$ cat config.mk
export PLATFORM = sky130hd
export DESIGN_NAME = acc_cpu_core
export DESIGN_NICKNAME = d
export VERILOG_FILES = /design/src/rtl/acc_cpu_core.sv
export SDC_FILE = /design/constraint.sdc
export NUM_CORES = 1
export LEC_CHECK = 0
export ABC_AREA = 1
export ABC_CLOCK_PERIOD_IN_PS = 3400
export CELL_PAD_IN_SITES_DETAIL_PLACEMENT = 2
export CELL_PAD_IN_SITES_GLOBAL_PLACEMENT = 2
export CORE_MARGIN = 8
export CORE_UTILIZATION = 30
export DETAILED_ROUTE_END_ITERATION = 8
export HOLD_SLACK_MARGIN = 0.05
export PLACE_DENSITY_LB_ADDON = 0.25
export SLEW_MARGIN = 40
export SYNTH_ARGS = -nofsm -noshare
export SYNTH_HDL_FRONTEND = slang
export SYNTH_SLANG_ARGS = --single-unit
$ cat constraint.sdc
create_clock -name clk -period 3.4 [get_ports clk]
set_clock_uncertainty 0.1 [all_clocks]
set_input_delay 0.68 -clock clk [delete_from_list [all_inputs] [get_ports clk]]
set_output_delay 0.68 -clock clk [all_outputs]
set_load 0.02 [all_outputs]
$ cat src/rtl/acc_cpu_core.sv
// Accumulator CPU core: multi-cycle FSM driving one synchronous single-port RAM.
// Memory controls and the retire strobe are decoded from the state register.
module acc_cpu_core #(
  parameter int                    ADDR_WIDTH = 12,
  parameter int                    DATA_WIDTH = 16,
  parameter logic [ADDR_WIDTH-1:0] RESET_PC   = 'h100
) (
  input  logic                  clk,
  input  logic                  rst,
  input  logic                  resume,
  output logic [ADDR_WIDTH-1:0] mem_addr,
  output logic [DATA_WIDTH-1:0] mem_wdata,
  input  logic [DATA_WIDTH-1:0] mem_rdata,
  output logic                  mem_cs,
  output logic                  mem_we,
  output logic                  mem_oe,
  output logic [ADDR_WIDTH-1:0] pc,
  output logic [DATA_WIDTH-1:0] ac,
  output logic                  halted,
  output logic                  retire
);

  typedef enum logic [3:0] {
    S_FETCH, S_FETCH_WAIT, S_DECODE, S_IRD, S_IWAIT,
    S_RD, S_WAIT, S_EXEC, S_WRITE, S_HALT
  } state_t;

  localparam logic [3:0] OP_LOAD  = 4'h1;
  localparam logic [3:0] OP_STORE = 4'h2;
  localparam logic [3:0] OP_ADD   = 4'h3;
  localparam logic [3:0] OP_SUB   = 4'h4;
  localparam logic [3:0] OP_AND   = 4'h5;
  localparam logic [3:0] OP_OR    = 4'h6;
  localparam logic [3:0] OP_NOT   = 4'h7;
  localparam logic [3:0] OP_LOADI = 4'h8;
  localparam logic [3:0] OP_SKIP  = 4'h9;
  localparam logic [3:0] OP_JUMP  = 4'hA;
  localparam logic [3:0] OP_CLEAR = 4'hB;
  localparam logic [3:0] OP_JUMPI = 4'hC;
  localparam logic [3:0] OP_HALT  = 4'hF;

  state_t                  state, state_nxt;
  logic [DATA_WIDTH-1:0]   ir, mbr;
  logic [ADDR_WIDTH-1:0]   mar;
  // Cleared by reset so the cycle after a reset edge issues no fetch.
  logic                    started;

  logic [3:0]              opcode;
  logic [ADDR_WIDTH-1:0]   x;
  logic [1:0]              cond;
  logic                    skip;

  assign opcode    = ir[DATA_WIDTH-1:DATA_WIDTH-4];
  assign x         = ir[ADDR_WIDTH-1:0];
  assign cond      = ir[11:10];
  assign mem_wdata = ac;

  // Signed SKIPCOND condition on the current accumulator.
  always_comb begin
    skip = 1'b0;
    case (cond)
      2'b00:   skip = ac[DATA_WIDTH-1];
      2'b01:   skip = (ac == '0);
      2'b10:   skip = !ac[DATA_WIDTH-1] && (ac != '0);
      default: skip = 1'b0;
    endcase
  end

  // Next state plus memory controls, retire and halted decoded from state.
  always_comb begin
    state_nxt = state;
    mem_cs    = 1'b0;
    mem_oe    = 1'b0;
    mem_we    = 1'b0;
    mem_addr  = pc;
    retire    = 1'b0;
    halted    = 1'b0;
    case (state)
      S_FETCH: if (started) begin
        mem_cs    = 1'b1;
        mem_oe    = 1'b1;
        state_nxt = S_FETCH_WAIT;
      end
      S_FETCH_WAIT: state_nxt = S_DECODE;
      S_DECODE: case (opcode)
        OP_STORE:                                 state_nxt = S_WRITE;
        OP_LOAD, OP_ADD, OP_SUB, OP_AND, OP_OR:   state_nxt = S_RD;
        OP_LOADI, OP_JUMPI:                       state_nxt = S_IRD;
        OP_HALT: begin
          state_nxt = S_HALT;
          retire    = 1'b1;
        end
        default: begin
          state_nxt = S_FETCH;
          retire    = 1'b1;
        end
      endcase
      S_IRD: begin
        mem_cs    = 1'b1;
        mem_oe    = 1'b1;
        mem_addr  = x;
        state_nxt = S_IWAIT;
      end
      S_IWAIT: if (opcode == OP_JUMPI) begin
        retire    = 1'b1;
        state_nxt = S_FETCH;
      end else begin
        state_nxt = S_RD;
      end
      S_RD: begin
        mem_cs    = 1'b1;
        mem_oe    = 1'b1;
        mem_addr  = mar;
        state_nxt = S_WAIT;
      end
      S_WAIT: state_nxt = S_EXEC;
      S_EXEC: begin
        retire    = 1'b1;
        state_nxt = S_FETCH;
      end
      S_WRITE: begin
        mem_cs    = 1'b1;
        mem_we    = 1'b1;
        mem_addr  = x;
        retire    = 1'b1;
        state_nxt = S_FETCH;
      end
      S_HALT: begin
        halted = 1'b1;
        if (resume) state_nxt = S_FETCH;
      end
      default: state_nxt = S_FETCH;
    endcase
  end

  // State register and datapath updates (rst overrides resume and everything else).
  always_ff @(posedge clk) begin
    if (rst) begin
      state   <= S_FETCH;
      started <= 1'b0;
      pc      <= RESET_PC;
      ac      <= '0;
      ir      <= '0;
      mbr     <= '0;
      mar     <= '0;
    end else begin
      state   <= state_nxt;
      started <= 1'b1;
      case (state)
        S_FETCH_WAIT: begin
          ir <= mem_rdata;
          pc <= pc + 1'b1;
        end
        S_DECODE: begin
          mar <= x;
          case (opcode)
            OP_NOT:   ac <= ~ac;
            OP_SKIP:  if (skip) pc <= pc + 1'b1;
            OP_JUMP:  pc <= x;
            OP_CLEAR: ac <= '0;
            default:  ;
          endcase
        end
        S_IWAIT: begin
          if (opcode == OP_JUMPI) pc  <= mem_rdata[ADDR_WIDTH-1:0];
          else                    mar <= mem_rdata[ADDR_WIDTH-1:0];
        end
        S_WAIT: mbr <= mem_rdata;
        S_EXEC: case (opcode)
          OP_LOAD, OP_LOADI: ac <= mbr;
          OP_ADD:            ac <= ac + mbr;
          OP_SUB:            ac <= ac - mbr;
          OP_AND:            ac <= ac & mbr;
          OP_OR:             ac <= ac | mbr;
          default:           ;
        endcase
        default: ;
      endcase
    end
  end

endmodule

# Word level (Yosys, flattened, before mapping)
# Index checks and enable logic that the tools add are counted.
# classes
n_addsub,3
mul,0
div,0
magnitude_cmp,0
n_eq_ne,32
shifts,0
n_mux,25
bitwise,3
reduce_logical,21
# op_table
op,n
$pmux W16 S5,1
$pmux W12 S2,3
$pmux W16 S2,2
$mux W12,3
$pmux W12 S3,1
$eq A4 B3 Y1 const B,8
$eq A4 B4 Y1 const B,8
$pmux W4 S8,1
$add A16 B16 Y16,1
$and A16 B16 Y16,1
$eq A4 B2 Y1 const B,4
$logic_not A16 Y1,1
$not A16 Y16,1
$or A16 B16 Y16,1
$pmux W4 S4,1
$reduce_bool A16 Y1,1
$sub A16 B16 Y16,1
$add A12 B1 Y12 const B,1
$reduce_or A2 Y1,5
$eq A4 B1 Y1 const B,2
$mux W4,2
$ne A2 B2 Y1 const B,4
$reduce_or A8 Y1,1
$mux W1,6
20 further kinds,24
# word_totals
regBits,77
latchBits,0
ramBits,0
rom_bits,0
output_inout_bits,61
elab_cells,91
mem_count,0

# Depth between registers and ports, before layout
# Gate-level depths: netlist of the first run.
# logic_depth
depth_word,6
mapped_depth,25
ltp_nobuf,25

# Worst setup path after synthesis of the first run
# Ideal clock, no wire load.
# synth_timing
kind,reg2out
from,register state[0]
to,output mem_addr[3]
arrival_ns,1.979
required_ns,2.620
path_slack_ns,0.641
stages_incl_launch_ff,8
path_buffers,1
cell_sequence,dfxtp_1 -> nor2_1 -> inv_1 -> nor3_1 -> nor3_1 -> clkbuf_1 -> a22oi_1 -> o21ai_0
# synth_between
elab_chain_len,3
word_cells_on_any_way,5
# synth_lines
item,line,rtl
"start, declared",42,"state_t state, state_nxt;"
"start signal, assigned",147,state <= state_nxt;
$eq A4 B2 Y1 or $eq A4 B4 Y1 (tied branches),78,case (state)
$reduce_or A2 Y1 (no source line),--,
$pmux W12 S2 (*),78,
"end, declared",11,"output logic [ADDR_WIDTH-1:0] mem_addr,"
# Mark *: on every way between the ends. The rest lies on a longest branch, timed or not.

# Final worst setup path of the first run
# layout_timing
from,register state[0]
to,output mem_addr[10]
# The elaborated chain is that of the path after synthesis.

==> results of run 1 <==
## timing repair
action | CTS | global route
pin swaps | 0 | 1
buffers inserted | 0 | 0
endpoints found under the setup margin | 13 | 9
resized for setup | 4 | 14
cloned | 0 | 0
## flip-flops by register name, indices dropped and copies added (netlist names)
name and count:
state 4, mbr 16, ir 16, pc 12
mar 12, started 1, ac 16
## critical path, delay by kind of cell, from the launching register on
kind / cells / cell delay (ns)
simple gates: 3 / 0.60
compound gates: 2 / 0.30
buf+inv: 2 / 0.79
flops: 1 / 0.45
## cell usage after synthesis (all sizes together)
cell type    n  area, um^2
xor2        13         114
clkbuf      27         111
a211oi       2        27.5
a21oi      107         539
nand3       52         260
a31oi       16         100
inv        119         449
o2111ai      1        8.76
o21bai       2        26.3
or2          4        25.0
nand4       16         100
dfxtp       77        1540
fa           1        20.0
a22oi       12        90.1
xnor2        3        26.3
o211ai       6        45.0
buf         22         165
o2bb2ai      1        8.76
nor2        92         360
a21o         1        7.51
o41ai        1        8.76
clkinv       2        7.51
o22ai        2        12.5
ha          19         238
nand2      189         727
o31ai        1        7.51
o21a         1        7.51
nand3b       3        22.5
nor3        24         148
o21ai      110         554
## routing by layer
metal	vias to the layer above	part of all wire (%)	GRT usage, %	wire [um]
li1	3196	-	-	-
met1	3300	45	24.4	10900
met2	69	51	37.7	12500
met3	20	2.4	2.48	577
met4	2	1.1	6.39	270
met5	-	0.053	0	13
## cells in the final DEF (no fill, tap or decap), types with 16 or more instances in the layout
cell / count
sky130_fd_sc_hd__o21ai_0: 99
sky130_fd_sc_hd__buf_4: 19
sky130_fd_sc_hd__nand4_1: 16
sky130_fd_sc_hd__nand2_1: 183
sky130_fd_sc_hd__nand3_1: 52
sky130_fd_sc_hd__a21oi_1: 103
sky130_fd_sc_hd__inv_1: 107
sky130_fd_sc_hd__dfxtp_1: 77
sky130_fd_sc_hd__clkdlybuf4s50_1: 78
sky130_fd_sc_hd__a31oi_1: 16
sky130_fd_sc_hd__ha_1: 17
sky130_fd_sc_hd__nor3_1: 19
sky130_fd_sc_hd__nor2_1: 84
## worst max-delay path by stage
stage                     slack, ns      from  cells after the start           end
after CTS                      0.07  state[2]                      8  mem_addr[10]
final                          0.14  state[0]                      7  mem_addr[10]
after floorplan                0.64  state[0]                      7   mem_addr[3]
after global routing           0.02  state[0]                      7  mem_addr[10]
after global placement         0.25    ir[12]                      8        retire
after detailed placement       0.16    mbr[0]                     22        ac[13]
## area by class of cell
cell class	instances	share of cell area, %
sequential	77	21.7
multi-input combinational	679	50.2
timing repair buffer	98	13.1
clock inverter	3	0.599
inverter	121	6.43
clock buffer	13	3.81
tap	234	4.12
## power by group through the flow
stage	Sequential, mW	Clock (mW)	Combinational, mW
3_5_place_dp	1.50	0	4.53
3_3_place_gp	1.50	0	4.38
6_report	1.50	1.04	4.56
5_1_grt	1.54	1.10	5.09
4_1_cts	1.49	1.06	4.58
2_1_floorplan	1.52	0	3.01
## stage by stage
stage	total power [mW]	worst slack (ns)	std cells	area, um^2
floorplan	4.53	0.641	926	5760
global placement	5.87	0.253	1209	6710
detailed placement	6.03	0.158	1209	6720
CTS	7.13	0.0738	1225	7050
global route	7.73	0.0158	1225	7100
finish	7.10	0.137	1225	7100
## cells by family after synthesis
kind of cell	count (synthesis)	share of synthesized area, %
and+or+nand+nor	380	28.5
AOI/OAI and AO/OA	263	25.1
buffers and inverters	170	12.7
DFF	77	26.8
adders and majority gates	20	4.48
xor gates and xnor gates	16	2.43
==> results.md, run 1 <==
- Status: completed
- Category of the worst setup path capture point: output pin
- CTS sink cnt: 77
- Setup Crit Path Kind: register to output pin
- Post-synth net total: 965
- Net load switching power: 3.72 mW
- Wire per inst: 19.9 um
- Clock buffers created by TritonCTS: 9
- Total of endpoints with negative setup slack in the final report: 0
- Maximum number of pins on one net before global-route repair: 36
- Final period utilization: 96.0%
- Synth warn: 0
- Static Leak: 2.95 nW
- Share of synthesized area occupied by flip-flops and latches: 26.8%
- Storage element area: 1540 um^2
- Critical path cell sequence: nand2_1 > nor2_1 > nor3_4 > buf_4 > a22oi_1 > o21ai_0 > clkdlybuf4s50_1
- HPWL after detailed placement: 18.4 mm
- Depth of the CTS H-tree: 3
- Buffer cell driving the clock tree root: sky130_fd_sc_hd__clkbuf_16
- Height of the die: 155 um
- Internal Pwr Total: 3.38 mW
- Hold violation count in the final report: 0
- Area of the core region: 18800 um^2
- TritonCTS clock tree: built
- Sw Share: 52.4%
- Maxcap violations: 0
- Hold path startpoint: ir[0]
- Number of port buffers: 79
- DR pass1 iterations: 4
- Smallest hold slack: 0.379 ns
- Number of nets in the layout: 1025
- Clock insertion delay at the later pin of the skew report: 0.35 ns
- Global-route usage over all layers: 20.6%
- Number of DRC violations after detailed routing: 0
- Share of layout cells above drive strength 1: 8.17%
- FF+latch count, synth: 77
- Area taken by multi-input logic gates: 3560 um^2
- Max stage delay cell, worst path: sky130_fd_sc_hd__clkdlybuf4s50_1
- Post-synthesis to final-layout area growth: 23.2%
- Wire length of the first global-routing pass: 39.2 mm
- Depth of the worst register-to-register path: 23
- Critical path required time: 2.62 ns
- Vias in the first global route: 7123
- Initial antenna violation count: 1
- Overflow after GRT: 0
- Relative contribution of sequential cells to total power: 21.1%
- Minimum period implied by the final worst setup slack: 3.26 ns
- Number of max-slew violations in the final report: 0
- Relative contribution of combinational cells to total power: 64.2%
- Final sum of negative setup slack: 0 ns
- DIE AREA: 23900 um^2
- Worst vdd rail ir drop: 0.315 mV
- Top achievable clock speed: 0.306 GHz
- Final weighted congestion in routability-driven placement: 0.848
- Max stage delay on crit path: 0.58 ns
- Worst-path clk slew: 0.06 ns
- Post-detailed-route count of antenna-violating nets: 0
- RSZ-0062 raised after global routing: false
- Hold_buf cts: 0
- Number of instances in the synthesized netlist: 926
- Worst Tran Pin Value: 0.771 ns
- Number of filler cells placed in the layout: 2301
- Pwr dens: 1000 nW/um^2
- Critical-path maximum fanout: 9
- Cell depth of the worst hold path: 2
- Proportion of power drawn by the clock network: 14.7%
- Antenna cell count: 0
- Die W: 155 um
- RR Startpoint: mbr[0]
- FF-to-FF End: ac[15]
- Utilization after layout: 37.8%
- Starting Density: 30.7%
- Number of buffers on the longest clock path: 2
- Site row count: 50
- Cell area after technology mapping: 5760 um^2
- Slack of the worst reg-to-reg path: 0.31 ns
- Crit path arrival time: 2.48 ns
- Worst-case headroom to the max-slew limit: 48.6%
- Starting DRT DRC Count: 286
- Synth unique cells: 46
- HP Class: register to register
- Total routed wirelength: 24.3 mm
- Critical path startpoint category: register
- Total I/O pin count: 80
- Endpoint, Worst Hold: mar[0]
- Post-DR vias/cell: 5.38
- Mean area per synthesized cell: 6.22 um^2
- Vias after detailed routing: 6587
Power figures use the tool's default switching activity.
==> inputs of run 2 (changes only) <==
Settings changed: SETUP_SLACK_MARGIN set to 0.1.
==> run 2 against run 1 <==
- clock-buffer cell count did not move
- first-iteration DRC count up 5.9%
- final area grew 0.83%
- final cell count unchanged
- non-clock buffer count unchanged
- global-route usage about the same
- via count grew 0.12%
- setup slack improved by 0.099 ns
- hold slack barely moved
- critical path depth increased by 2
- routed wire length grew 0.80%
- sequential power barely moved
- critical path type unchanged
- largest power group unchanged
- highest routed layer unchanged
==> results.md, run 2 (synthesis gave the netlist of run 1 again) <==
- Post-synthesis to final-layout area growth: 24.3%
- HP Class: register to register
- Number of buffers on the longest clock path: 2
- DR pass1 iterations: 4
- Proportion of power drawn by the clock network: 14.6%
- Area of the core region: 18800 um^2
- Total I/O pin count: 80
- Clock insertion delay at the later pin of the skew report: 0.35 ns
- Internal Pwr Total: 3.39 mW
- Site row count: 50
- Regs by FF count: ac (16), ir (16), mbr (16)
- Critical path required time: 2.62 ns
- Setup Crit Path Kind: register to output pin
- Starting DRT DRC Count: 303
- Most frequent cells in the layout: 183 x sky130_fd_sc_hd__nand2_1, 107 x sky130_fd_sc_hd__inv_1, 102 x sky130_fd_sc_hd__a21oi_1
- Antenna cell count: 0
- Wire per inst: 20.0 um
- DIE AREA: 23900 um^2
- Vias in the first global route: 7129
- Number of nets in the layout: 1025
- Pwr dens: 998 nW/um^2
- TritonCTS clock tree: built
- Worst-path clk slew: 0.06 ns
- Hold violation count in the final report: 0
- Critical path startpoint category: register
- Clock buffers created by TritonCTS: 9
- Total routed wirelength: 24.5 mm
- Final sum of negative setup slack: 0 ns
- Global-route usage over all layers: 20.6%
- Category of the worst setup path capture point: output pin
- Post-DR vias/cell: 5.38
- Commonest non-fill, non-tap cell in the layout: sky130_fd_sc_hd__nand2_1
- Height of the die: 155 um
- Relative contribution of sequential cells to total power: 21.0%
- Status: completed
- Wire length of the first global-routing pass: 39.2 mm
- Crit path arrival time: 2.38 ns
- Initial antenna violation count: 1
- Worst-case headroom to the max-slew limit: 48.1%
- Final weighted congestion in routability-driven placement: 0.848
- Worst Tran Pin Value: 0.778 ns
- Maxcap violations: 0
- Vias after detailed routing: 6595
- Smallest hold slack: 0.379 ns
- Static Leak: 3.07 nW
- Minimum period implied by the final worst setup slack: 3.16 ns
- Hold_buf cts: 0
- Buffer cell driving the clock tree root: sky130_fd_sc_hd__clkbuf_16
- Post-detailed-route count of antenna-violating nets: 0
- Final period utilization: 93.1%
- Overflow after GRT: 0
- Sw Share: 52.5%
- Relative contribution of combinational cells to total power: 64.3%
- HPWL after detailed placement: 18.4 mm
- Die W: 155 um
- Placed cell area: 6720 um^2
- Critical-path maximum fanout: 9
- RSZ-0062 raised after global routing: true
- Share of layout cells above drive strength 1: 8.58%
- Number of DRC violations after detailed routing: 0
- Net load switching power: 3.75 mW
- Depth of the CTS H-tree: 3
- Worst vdd rail ir drop: 0.315 mV
- Number of max-slew violations in the final report: 0
- Maximum number of pins on one net before global-route repair: 36
- Number of port buffers: 79
- CTS sink cnt: 77
- Starting Density: 30.7%
- Post-CTS setup buffer count: 0
- Total of endpoints with negative setup slack in the final report: 0
- Top achievable clock speed: 0.316 GHz
- Post-route cell area: 7160 um^2
[run 2: path summary, 6_finish.rpt]
check | startpoint | endpoint | slack [ns] | cells after the start
setup / recovery | state[2] | mem_addr[5] | 0.24 | 9
hold / removal | ir[0] | mar[0] | 0.38 | 2
setup reg to reg | mbr[0] | ac[13] | 0.32 | 22
hold reg to reg | ir[0] | mar[0] | 0.38 | 2
[run 2: critical path, cell delays in order, from the launching register on]
cell                              delay (ns)
sky130_fd_sc_hd__dfxtp_1                0.38
sky130_fd_sc_hd__inv_2                  0.05
sky130_fd_sc_hd__nor2_1                 0.17
sky130_fd_sc_hd__inv_1                  0.10
sky130_fd_sc_hd__nor2_2                 0.23
sky130_fd_sc_hd__nor3_4                 0.09
sky130_fd_sc_hd__buf_4                  0.20
sky130_fd_sc_hd__a22oi_1                0.14
sky130_fd_sc_hd__o21ai_0                0.10
sky130_fd_sc_hd__clkdlybuf4s50_1        0.56
[run 2: area by class of cell]
type / count / area, um^2
Multi-Input combinational cell: 679 / 3600
Tap cell: 234 / 293
Timing Repair Buffer: 98 / 955
Clock buffer: 13 / 270
Sequential cell: 77 / 1540
Fill cell: 2296 / 11600
Inverter: 121 / 457
Clock inverter: 3 / 42.5
[run 2: what timing repair did]
action,4_1_cts,5_1_grt
gates resized for setup,8,26
endpoints found under the setup margin,13,23
pin swaps,0,1
hold endpoints to repair,0,0
[run 2: layer usage]
layer / wire length (um) / vias to the layer above / global-route usage (%)
li1: - / 3197 / -
met1: 11000 / 3302 / 24.4
met2: 12600 / 73 / 37.8
met3: 530 / 21 / 2.48
met4: 340 / 2 / 6.39
met5: 13 / - / 0
[run 2: per-stage QoR]
step	power (mW)	utilization, %	setup WS, ns	std cells
2_1_floorplan	4.53	-	0.641	926
3_3_place_gp	5.87	35.8	0.253	1209
3_5_place_dp	6.03	35.8	0.158	1209
4_1_cts	7.13	37.6	0.0956	1225
5_1_grt	7.76	38.1	0.0457	1225
6_report	7.14	38.1	0.236	1225
[run 2: power by group through the flow]
| stage | Combinational [mW] | Clock, mW | Sequential [mW] |
|---|---|---|---|
| 4_1_cts | 4.58 | 1.06 | 1.49 |
| 3_5_place_dp | 4.53 | 0 | 1.50 |
| 5_1_grt | 5.12 | 1.10 | 1.54 |
| 2_1_floorplan | 3.01 | 0 | 1.52 |
| 3_3_place_gp | 4.38 | 0 | 1.50 |
| 6_report | 4.60 | 1.04 | 1.50 |
